`config.mk`:
```
export PLATFORM = sky130hd
export DESIGN_NAME = mem_copy_engine
export DESIGN_NICKNAME = d
export VERILOG_FILES = /design/src/rtl/mce_pkg.sv /design/src/rtl/mce_conflict_chk.sv /design/src/rtl/mem_copy_engine.sv
export SDC_FILE = /design/constraint.sdc
export NUM_CORES = 1
export LEC_CHECK = 0
export CORE_MARGIN = 2
export CORE_UTILIZATION = 24
export CTS_CLUSTER_DIAMETER = 50
export CTS_CLUSTER_SIZE = 8
export DETAILED_ROUTE_END_ITERATION = 8
export GPL_ROUTABILITY_DRIVEN = 0
export GPL_TIMING_DRIVEN = 0
export SLEW_MARGIN = 20
export SYNTH_ARGS = -nofsm -noshare
export SYNTH_HDL_FRONTEND = slang
export SYNTH_HIERARCHICAL = 1
export SYNTH_SLANG_ARGS = --single-unit
```
`constraint.sdc`:
```
create_clock -name clk -period 9.6 [get_ports clk]
set_input_delay 1.92 -clock clk [delete_from_list [all_inputs] [get_ports clk]]
set_output_delay 1.92 -clock clk [all_outputs]
set_load 0.03 [all_outputs]
```
`src/rtl/mce_pkg.sv`:
```
// -----------------------------------------------------------------------------
// mce_pkg
// Shared definitions for the memory copy engine.
//   - default widths of the 2048x8 multi-bank memory port
//   - FSM state encodings
//   - leaf-index extraction used by the read/write conflict check
// -----------------------------------------------------------------------------
package mce_pkg;

    localparam int MCE_ADDR_W = 11;  // memory byte address width
    localparam int MCE_DATA_W = 8;   // memory data width
    localparam int MCE_LEN_W  = 12;  // copy length width, holds 0..2048
    localparam int MCE_LEAF_W = 4;   // upper address bits selecting a 128-entry leaf

    typedef logic [1:0] mce_state_t;

    localparam mce_state_t ST_IDLE  = 2'd0;
    localparam mce_state_t ST_RUN   = 2'd1;
    localparam mce_state_t ST_DRAIN = 2'd2;
    localparam mce_state_t ST_DONE  = 2'd3;

    // Leaf index of an address: its top leaf_w bits, right-aligned.
    function automatic logic [MCE_ADDR_W-1:0] leaf_idx(input logic [MCE_ADDR_W-1:0] addr,
                                                       input int                    leaf_w);
        return addr >> (MCE_ADDR_W - leaf_w);
    endfunction

endpackage

```
`src/rtl/mce_conflict_chk.sv`:
```
// -----------------------------------------------------------------------------
// mce_conflict_chk
// Combinational leaf-collision detector. A read must be held back when the
// write going out in the same cycle targets the same leaf array, because the
// memory returns 0 for such a read.
//
// Ports:
//   rd_addr_i     in   ADDR_W  address of the read about to be issued
//   wr_addr_i     in   ADDR_W  address of the write about to be issued
//   wr_en_i       in   1       a write is about to be issued
//   read_stall_o  out  1       hold the read this cycle
// -----------------------------------------------------------------------------
module mce_conflict_chk
    import mce_pkg::*;
#(
    parameter int ADDR_W = MCE_ADDR_W,
    parameter int LEAF_W = MCE_LEAF_W
) (
    input  logic [ADDR_W-1:0] rd_addr_i,
    input  logic [ADDR_W-1:0] wr_addr_i,
    input  logic              wr_en_i,
    output logic              read_stall_o
);

    assign read_stall_o = wr_en_i &&
                          (leaf_idx(rd_addr_i, LEAF_W) == leaf_idx(wr_addr_i, LEAF_W));

endmodule

```
`src/rtl/mem_copy_engine.sv`:
```
// -----------------------------------------------------------------------------
// mem_copy_engine
// Copies len bytes from src_addr to dst_addr inside one 2048x8 memory with a
// 1-cycle registered read. Ascending order, up to one byte per cycle. Each byte
// goes read (cycle n) -> capture mem_dout (n+1) -> write (n+2). Only reads
// are ever held back, so at most two bytes are in flight.
//
// Optional build macro: MCE_CHECKSUM_EN adds the checksum output (XOR of all
// bytes written in the current copy).
//
// Ports:
//   clk       in   1       clock, rising edge
//   rst_n     in   1       synchronous active-low reset
//   start     in   1       copy request, honoured only in IDLE
//   src_addr  in   ADDR_W  source base, latched on start
//   dst_addr  in   ADDR_W  destination base, latched on start
//   len       in   LEN_W   byte count (0..2048), latched on start
//   busy      out  1       copy in progress
//   done      out  1       one-cycle completion pulse
//   ren       out  1       memory read enable
//   raddr     out  ADDR_W  memory read address
//   wen       out  1       memory write enable
//   waddr     out  ADDR_W  memory write address
//   din       out  DATA_W  memory write data
//   mem_dout  in   DATA_W  memory read data, valid the cycle after ren
//   checksum  out  DATA_W  (MCE_CHECKSUM_EN only) XOR of bytes written
// -----------------------------------------------------------------------------
module mem_copy_engine
    import mce_pkg::*;
#(
    parameter int ADDR_W = MCE_ADDR_W,
    parameter int DATA_W = MCE_DATA_W,
    parameter int LEN_W  = MCE_LEN_W,
    parameter int LEAF_W = MCE_LEAF_W
) (
    input  logic              clk,
    input  logic              rst_n,
    input  logic              start,
    input  logic [ADDR_W-1:0] src_addr,
    input  logic [ADDR_W-1:0] dst_addr,
    input  logic [LEN_W-1:0]  len,
    output logic              busy,
    output logic              done,
    output logic              ren,
    output logic [ADDR_W-1:0] raddr,
    output logic              wen,
    output logic [ADDR_W-1:0] waddr,
    output logic [DATA_W-1:0] din,
    input  logic [DATA_W-1:0] mem_dout
`ifdef MCE_CHECKSUM_EN
    ,
    output logic [DATA_W-1:0] checksum
`endif
);

    mce_state_t        state_q, state_d;
    logic [ADDR_W-1:0] src_q, src_d;
    logic [ADDR_W-1:0] dst_q, dst_d;
    logic [LEN_W-1:0]  len_q, len_d;
    logic [LEN_W-1:0]  rd_cnt_q, rd_cnt_d;
    logic [LEN_W-1:0]  wr_cnt_q, wr_cnt_d;
    logic              rd_vld_p1_q;   // a read went out last cycle, so mem_dout holds its byte
    logic              busy_q, busy_d;
    logic              done_q, done_d;
    logic              ren_q, ren_d;
    logic              wen_q, wen_d;
    logic [ADDR_W-1:0] raddr_q, raddr_d;
    logic [ADDR_W-1:0] waddr_q, waddr_d;
    logic [DATA_W-1:0] din_q, din_d;

    logic [ADDR_W-1:0] rd_addr_nxt;
    logic [ADDR_W-1:0] wr_addr_nxt;
    logic              wr_fire;
    logic              read_stall;

    // Address sums wrap modulo 2^ADDR_W by truncation.
    assign wr_fire     = rd_vld_p1_q;
    assign rd_addr_nxt = src_q + rd_cnt_q[ADDR_W-1:0];
    assign wr_addr_nxt = dst_q + wr_cnt_q[ADDR_W-1:0];

    mce_conflict_chk #(
        .ADDR_W (ADDR_W),
        .LEAF_W (LEAF_W)
    ) u_conflict_chk (
        .rd_addr_i    (rd_addr_nxt),
        .wr_addr_i    (wr_addr_nxt),
        .wr_en_i      (wr_fire),
        .read_stall_o (read_stall)
    );

    always_comb begin
        state_d  = state_q;
        src_d    = src_q;
        dst_d    = dst_q;
        len_d    = len_q;
        rd_cnt_d = rd_cnt_q;
        wr_cnt_d = wr_cnt_q;
        busy_d   = busy_q;
        done_d   = 1'b0;
        ren_d    = 1'b0;
        raddr_d  = raddr_q;

        // Write stage runs independently of the FSM: every captured byte is
        // written the cycle after it arrives, and writes are never held.
        wen_d   = wr_fire;
        waddr_d = waddr_q;
        din_d   = din_q;
        if (wr_fire) begin
            waddr_d  = wr_addr_nxt;
            din_d    = mem_dout;
            wr_cnt_d = wr_cnt_q + 1'b1;
        end

        unique case (state_q)
            ST_IDLE: begin
                if (start) begin
                    if (len == '0) begin
                        state_d = ST_DONE;
                        done_d  = 1'b1;
                    end else begin
                        // First read goes out on the accept edge; the pipeline
                        // is empty here, so no conflict check is needed.
                        src_d    = src_addr;
                        dst_d    = dst_addr;
                        len_d    = len;
                        rd_cnt_d = {{(LEN_W-1){1'b0}}, 1'b1};
                        wr_cnt_d = '0;
                        busy_d   = 1'b1;
                        ren_d    = 1'b1;
                        raddr_d  = src_addr;
                        state_d  = ST_RUN;
                    end
                end
            end
            ST_RUN: begin
                if ((rd_cnt_q != len_q) && !read_stall) begin
                    ren_d    = 1'b1;
                    raddr_d  = rd_addr_nxt;
                    rd_cnt_d = rd_cnt_q + 1'b1;
                end
                if (rd_cnt_d == len_q) begin
                    state_d = ST_DRAIN;
                end
            end
            ST_DRAIN: begin
                // wr_cnt reaching len means the last write is on the port now.
                if (wr_cnt_q == len_q) begin
                    state_d = ST_DONE;
                    busy_d  = 1'b0;
                    done_d  = 1'b1;
                end
            end
            default: begin
                state_d = ST_IDLE;
            end
        endcase
    end

    always_ff @(posedge clk) begin
        if (!rst_n) begin
            state_q     <= ST_IDLE;
            src_q       <= '0;
            dst_q       <= '0;
            len_q       <= '0;
            rd_cnt_q    <= '0;
            wr_cnt_q    <= '0;
            rd_vld_p1_q <= 1'b0;
            busy_q      <= 1'b0;
            done_q      <= 1'b0;
            ren_q       <= 1'b0;
            wen_q       <= 1'b0;
            raddr_q     <= '0;
            waddr_q     <= '0;
            din_q       <= '0;
        end else begin
            state_q     <= state_d;
            src_q       <= src_d;
            dst_q       <= dst_d;
            len_q       <= len_d;
            rd_cnt_q    <= rd_cnt_d;
            wr_cnt_q    <= wr_cnt_d;
            rd_vld_p1_q <= ren_q;
            busy_q      <= busy_d;
            done_q      <= done_d;
            ren_q       <= ren_d;
            wen_q       <= wen_d;
            raddr_q     <= raddr_d;
            waddr_q     <= waddr_d;
            din_q       <= din_d;
        end
    end

`ifdef MCE_CHECKSUM_EN
    logic [DATA_W-1:0] csum_q, csum_d;

    always_comb begin
        csum_d = csum_q;
        if ((state_q == ST_IDLE) && start) begin
            csum_d = '0;
        end else if (wr_fire) begin
            csum_d = csum_q ^ mem_dout;
        end
    end

    always_ff @(posedge clk) begin
        if (!rst_n) begin
            csum_q <= '0;
        end else begin
            csum_q <= csum_d;
        end
    end

    assign checksum = csum_q;
`endif

    assign busy  = busy_q;
    assign done  = done_q;
    assign ren   = ren_q;
    assign raddr = raddr_q;
    assign wen   = wen_q;
    assign waddr = waddr_q;
    assign din   = din_q;

endmodule

```
### After elaboration in Yosys (flattened, before gate mapping)

Index checks and enable logic that the tools add are counted.
Widths: inputs -> output; s select.

| storage, ports and cells | value |
|---|---|
| bits in latches | 0 |
| memories kept | 0 |
| ROM bits | 0 |
| memory bits (writable) | 0 |
| input bits | 45 |
| register bits | 95 |
| output and inout bits | 34 |

| cells by class | value |
|---|---|
| add/sub/neg operators | 4 |
| shift-type cells | 0 |
| div/mod/pow operators | 0 |
| equal/unequal tests | 11 |
| muxes and demuxes | 30 |
| $mul | 0 |
| order comparisons | 0 |
| reductions and logical operators | 12 |
| bitwise operators | 1 |

Operator list:

| kind | count |
|---|---|
| $mux 12 | 8 |
| $mux 11 | 3 |
| $add 12x1->12 const B | 2 |
| $eq 12x12->1 | 2 |
| $pmux 12 s2 | 1 |
| $add 11x11->11 | 2 |
| $pmux 11 s2 | 1 |
| $logic_not 12->1 | 1 |
| $ne 12x12->1 | 1 |
| $ne 2x2->1 const B | 5 |
| $mux 1 | 9 |
| $reduce_and 3->1 | 3 |
| $mux 2 | 4 |
| $reduce_and 4->1 | 2 |
| $pmux 1 s2 | 3 |
| $pmux 2 s3 | 1 |
| $eq 4x4->1 | 1 |
| $reduce_bool 2->1 | 2 |
| $eq 2x1->1 const B | 1 |
| $eq 2x2->1 const B | 1 |
| $logic_and 1x1->1 | 2 |
| $logic_not 2->1 | 1 |
| $logic_not 1->1 | 1 |
| $not 1->1 | 1 |

### Depth between registers and ports, before layout

| depth | value |
|---|---|
| word-level depth | 10 |
| mapped depth | 21 |
| depth with buffers taken out | 21 |

### By module

The synthesis kept the hierarchy.

Modules (own cells, without submodules):

| module | area an instance (um^2) | cells an instance | sequential area each (um^2) | times used |
|---|---|---|---|---|
| mem_copy_engine | 5193.7 | 621 | 1901.8 | 1 |
| mce_conflict_chk | 65.1 | 9 | 0.0 | 1 |

### Worst setup path before layout

OpenSTA, ideal clock, no wires.

| timing | value |
|---|---|
| path type | register to register |
| start point | register rd_cnt_q[0] |
| end point | register state_q[0] |
| buffers on the path | 0 |
| library setup time | 0.079 ns |
| path slack | 5.326 ns |
| period minus slack after synthesis | 4.274 ns |
| stages on the path, launching flop included | 22 |
| data arrival time | 4.194 ns |
| path through | dfxtp_1 -> ha_1 -> inv_1 -> fa_1 -> nor2b_1 -> o21ai_0 -> a21boi_0 -> o21ai_0 -> a211oi_1 -> nor4_1 -> a311oi_1 -> nand2b_1 -> o2111ai_1 -> nor3b_2 -> nand3b_1 -> xor2_1 -> o22ai_1 -> and3_1 -> o22ai_1 -> nor4_4 -> a21o_2 -> a211oi_2 |

| on the way | value |
|---|---|
| word-level cells in the longest chain between the ends | 10 |
| elaborated cells between the ends (all ways) | 12 |

Ends and longest elaborated chain:

| item | RTL line | text |
|---|---|---|
| start: declaration | mem_copy_engine.sv:60 | `logic [LEN_W-1:0] rd_cnt_q, rd_cnt_d;` |
| start signal: assignment | mem_copy_engine.sv:180 | `rd_cnt_q <= rd_cnt_d;` |
| $add 11x11->11 | mem_copy_engine.sv:78 | `assign rd_addr_nxt = src_q + rd_cnt_q[ADDR_W-1:0];` |
| net rd_addr_nxt[10] | mem_copy_engine.sv:71 | `logic [ADDR_W-1:0] rd_addr_nxt;` |
| $eq 4x4->1 | mce_conflict_chk.sv:26 | `(leaf_idx(rd_addr_i, LEAF_W) == leaf_idx(wr_addr_i, LEAF_W));` |
| $logic_and 1x1->1 | mce_conflict_chk.sv:25 | `assign read_stall_o = wr_en_i &&` |
| net read_stall | mem_copy_engine.sv:74 | `logic read_stall;` |
| $logic_not 1->1 | mem_copy_engine.sv:136 | `if ((rd_cnt_q != len_q) && !read_stall) begin` |
| $logic_and 1x1->1 | mem_copy_engine.sv:136 |  |
| $mux 12 | mem_copy_engine.sv:136 |  |
| $mux 12 | mem_copy_engine.sv:114 | `unique case (state_q)` |
| $eq 12x12->1 | mem_copy_engine.sv:141 | `if (rd_cnt_d == len_q) begin` |
| $ne 2x2->1 (no source line) | - |  |
| $reduce_and 3->1 (no source line) | - |  |
| end signal: assignment | mem_copy_engine.sv:176 | `state_q <= state_d;` |
| end: declaration | mem_copy_engine.sv:56 | `mce_state_t state_q, state_d;` |

The timed path passes the listed nets, and every way through them passes these cells. The select of a mux whose other input is x is not followed.
A chain may end at the register's enable or synchronous reset.

### Worst setup path in the final report

Same ends and word-level chain as after synthesis.

==> results.tsv <==
metric	value	unit
via_per_inst	4.65	
cts_resized	0	
endpoint_kind	register	
skew	0.00927	ns
firstDrtPassIters	6	
finalCritPeriodShare	55.1	%
grt_pass1_wl	23900	um
path_class	reg2reg	
ant_nets	0	
startpoint	rd_cnt_q[0]$_SDFFE_PN0P_	
synth_nets	701	
finalSetupTns	0	ns
antenna_found_initial	0	
tightest_slew	0.724	ns
hold_slack	0.458	ns
clk_latency	0.35	ns
reg2reg_from	rd_cnt_q[0]$_SDFFE_PN0P_	
crit_path_end	state_q[0]$_SDFFE_PN0P_	
totalWireLength	15000	um
rsz0062_at_grt	false	
root_buffer	clkbuf_16	
grt_overflow_total	0	
fmax	189	MHz
drtIter0Drc	275	
rows	54	
vdd_drop_max	0.0980	mV
r2r-end	state_q[0]$_SDFFE_PN0P_	
grt.total_usage	13.0	%
htreeDepth	3	
hold_path_class	reg2reg	
synth_cells	628	
clk_path_buf_depth	2	
first_global_vias	4558	
cts_made_buffers	9	
finalCriticalPeriod	5.29	ns
maxCapViolCount	0	
critPathMaxFanout	8	
ios	79	
dp_hpwl	11600	um
status	complete, no violations	
start_kind	register	
hold_viol_final	0	
relSlewSlack	51.7	%
power_density	221	mW/mm2
holdBufCountCts	0	
vias	4652	
start_util	24.3	%
drive_above_1_share	4.58	%
cts.sinks	95	
insertedDiodeCount	0	
die_x	152	um
path_clk_slew	0.07	ns
r2r_setup_slack	4.31	ns
postSynthAreaPerCell	8.36	um2
r2r_cells	21	
post_cts_buffers	0	
p_leak	2.51	nW
core	0.0216	mm2
crit_required	9.81	ns
ys_warn_count	6	
cts_tree	yes	
die-area	0.0231	mm2
cp.arrival	5.51	ns
wl_per_cell	15.0	um
synthesis.area	0.00525	mm2
synthToLayoutAreaGrowth	26.8	%
finalSetupViolCount	0	
final_nets	789	
drc	0	
grt_max_degree	15	
final-max-slew-violation-count	0	
port_buffers	77	
die_h	152	um
[stage by stage]
step	total power (W)	instance area (um2)	utilization [%]	worst slack [ns]	instances
after global placement	0.00112	6370	29.5	4.41	985
after detailed placement	0.00112	6370	29.5	4.36	985
after floorplan	0.000926	5250	-	5.33	628
after global routing	0.00157	6660	30.8	3.92	1000
after CTS	0.00148	6650	30.8	4.34	1000
final	0.00147	6660	30.8	4.31	1000
[where the power goes]
| part | leakage [nW] | internal, W | switching [W] |
|---|---|---|---|
| Combinational | 1.60 | 0.000241 | 0.000367 |
| Clock | 0.137 | 0.000201 | 0.000153 |
| Sequential | 0.775 | 0.000455 | 0.0000542 |
| Total | 2.51 | 0.000897 | 0.000573 |
[routing by layer]
| layer | global-route usage, % | vias to the layer above | part of all wire, % |
|---|---|---|---|
| met5 | 0 | - | 0 |
| met1 | 16.9 | 2158 | 46 |
| li1 | - | 2359 | - |
| met4 | 5.30 | 0 | 2.7 |
| met2 | 20.6 | 106 | 45 |
| met3 | 3.51 | 29 | 6.4 |
[layout by cell type (no fill, tap or decap), types with 12 or more instances in the layout]
master           count
nor2_1              64
clkbuf_1            17
xor2_1              36
inv_1               22
nand2_1             94
clkdlybuf4s50_1     77
a21oi_1             55
o21ai_0             18
dfxtp_1             95
nand3_1             12
xnor2_1             28
ha_1                26
mux2i_1             28
[worst max-delay path, cell delays in order (launching register included)]
cell,delay (ns)
dfxtp_1,0.54
ha_1,0.25
inv_1,0.06
fa_1,0.41
nor2b_1,0.12
o21ai_0,0.12
a21boi_0,0.25
o21ai_0,0.16
a211oi_1,0.34
nor4_1,0.08
a311oi_1,0.61
nand2b_1,0.19
o2111ai_1,0.13
nor3b_2,0.57
nand3b_1,0.22
xor2_1,0.15
o22ai_1,0.09
and3_1,0.19
o22ai_1,0.22
nor4_4,0.08
a211oi_1,0.28
a211oi_2,0.08
[how the worst min path moves through the flow]
stage	start	endpoint	slack, ns	depth (start not counted)
2_1_floorplan	dst_q[0]$_SDFFE_PN0P_	dst_q[0]$_SDFFE_PN0P_	0.44	2
3_3_place_gp	src_q[4]$_SDFFE_PN0P_	src_q[4]$_SDFFE_PN0P_	0.45	2
3_5_place_dp	src_q[4]$_SDFFE_PN0P_	src_q[4]$_SDFFE_PN0P_	0.45	2
4_1_cts	src_q[4]$_SDFFE_PN0P_	src_q[4]$_SDFFE_PN0P_	0.46	2
5_1_grt	src_q[3]$_SDFFE_PN0P_	src_q[3]$_SDFFE_PN0P_	0.48	2
6_report	src_q[0]$_SDFFE_PN0P_	src_q[0]$_SDFFE_PN0P_	0.46	2
[area by class of cell]
class,instances,area [um2]
clock inverters,3,43.8
repair buffers,77,771
flip-flops and latches,95,1900
plain buffers,27,115
well taps,280,350
fillers,2344,15000
multi-input cells,484,3160
clock buffers,12,236
inverters,22,82.6
[flip-flops by register name, summed over array words and instances, names as in the netlist, 8 cells and up]
register and count:
len_q 12, rd_cnt_q 12, wr_cnt_q 12, dst_q 11
raddr 11, src_q 11, waddr 11, din 8
(Power assumes the default switching activity.)
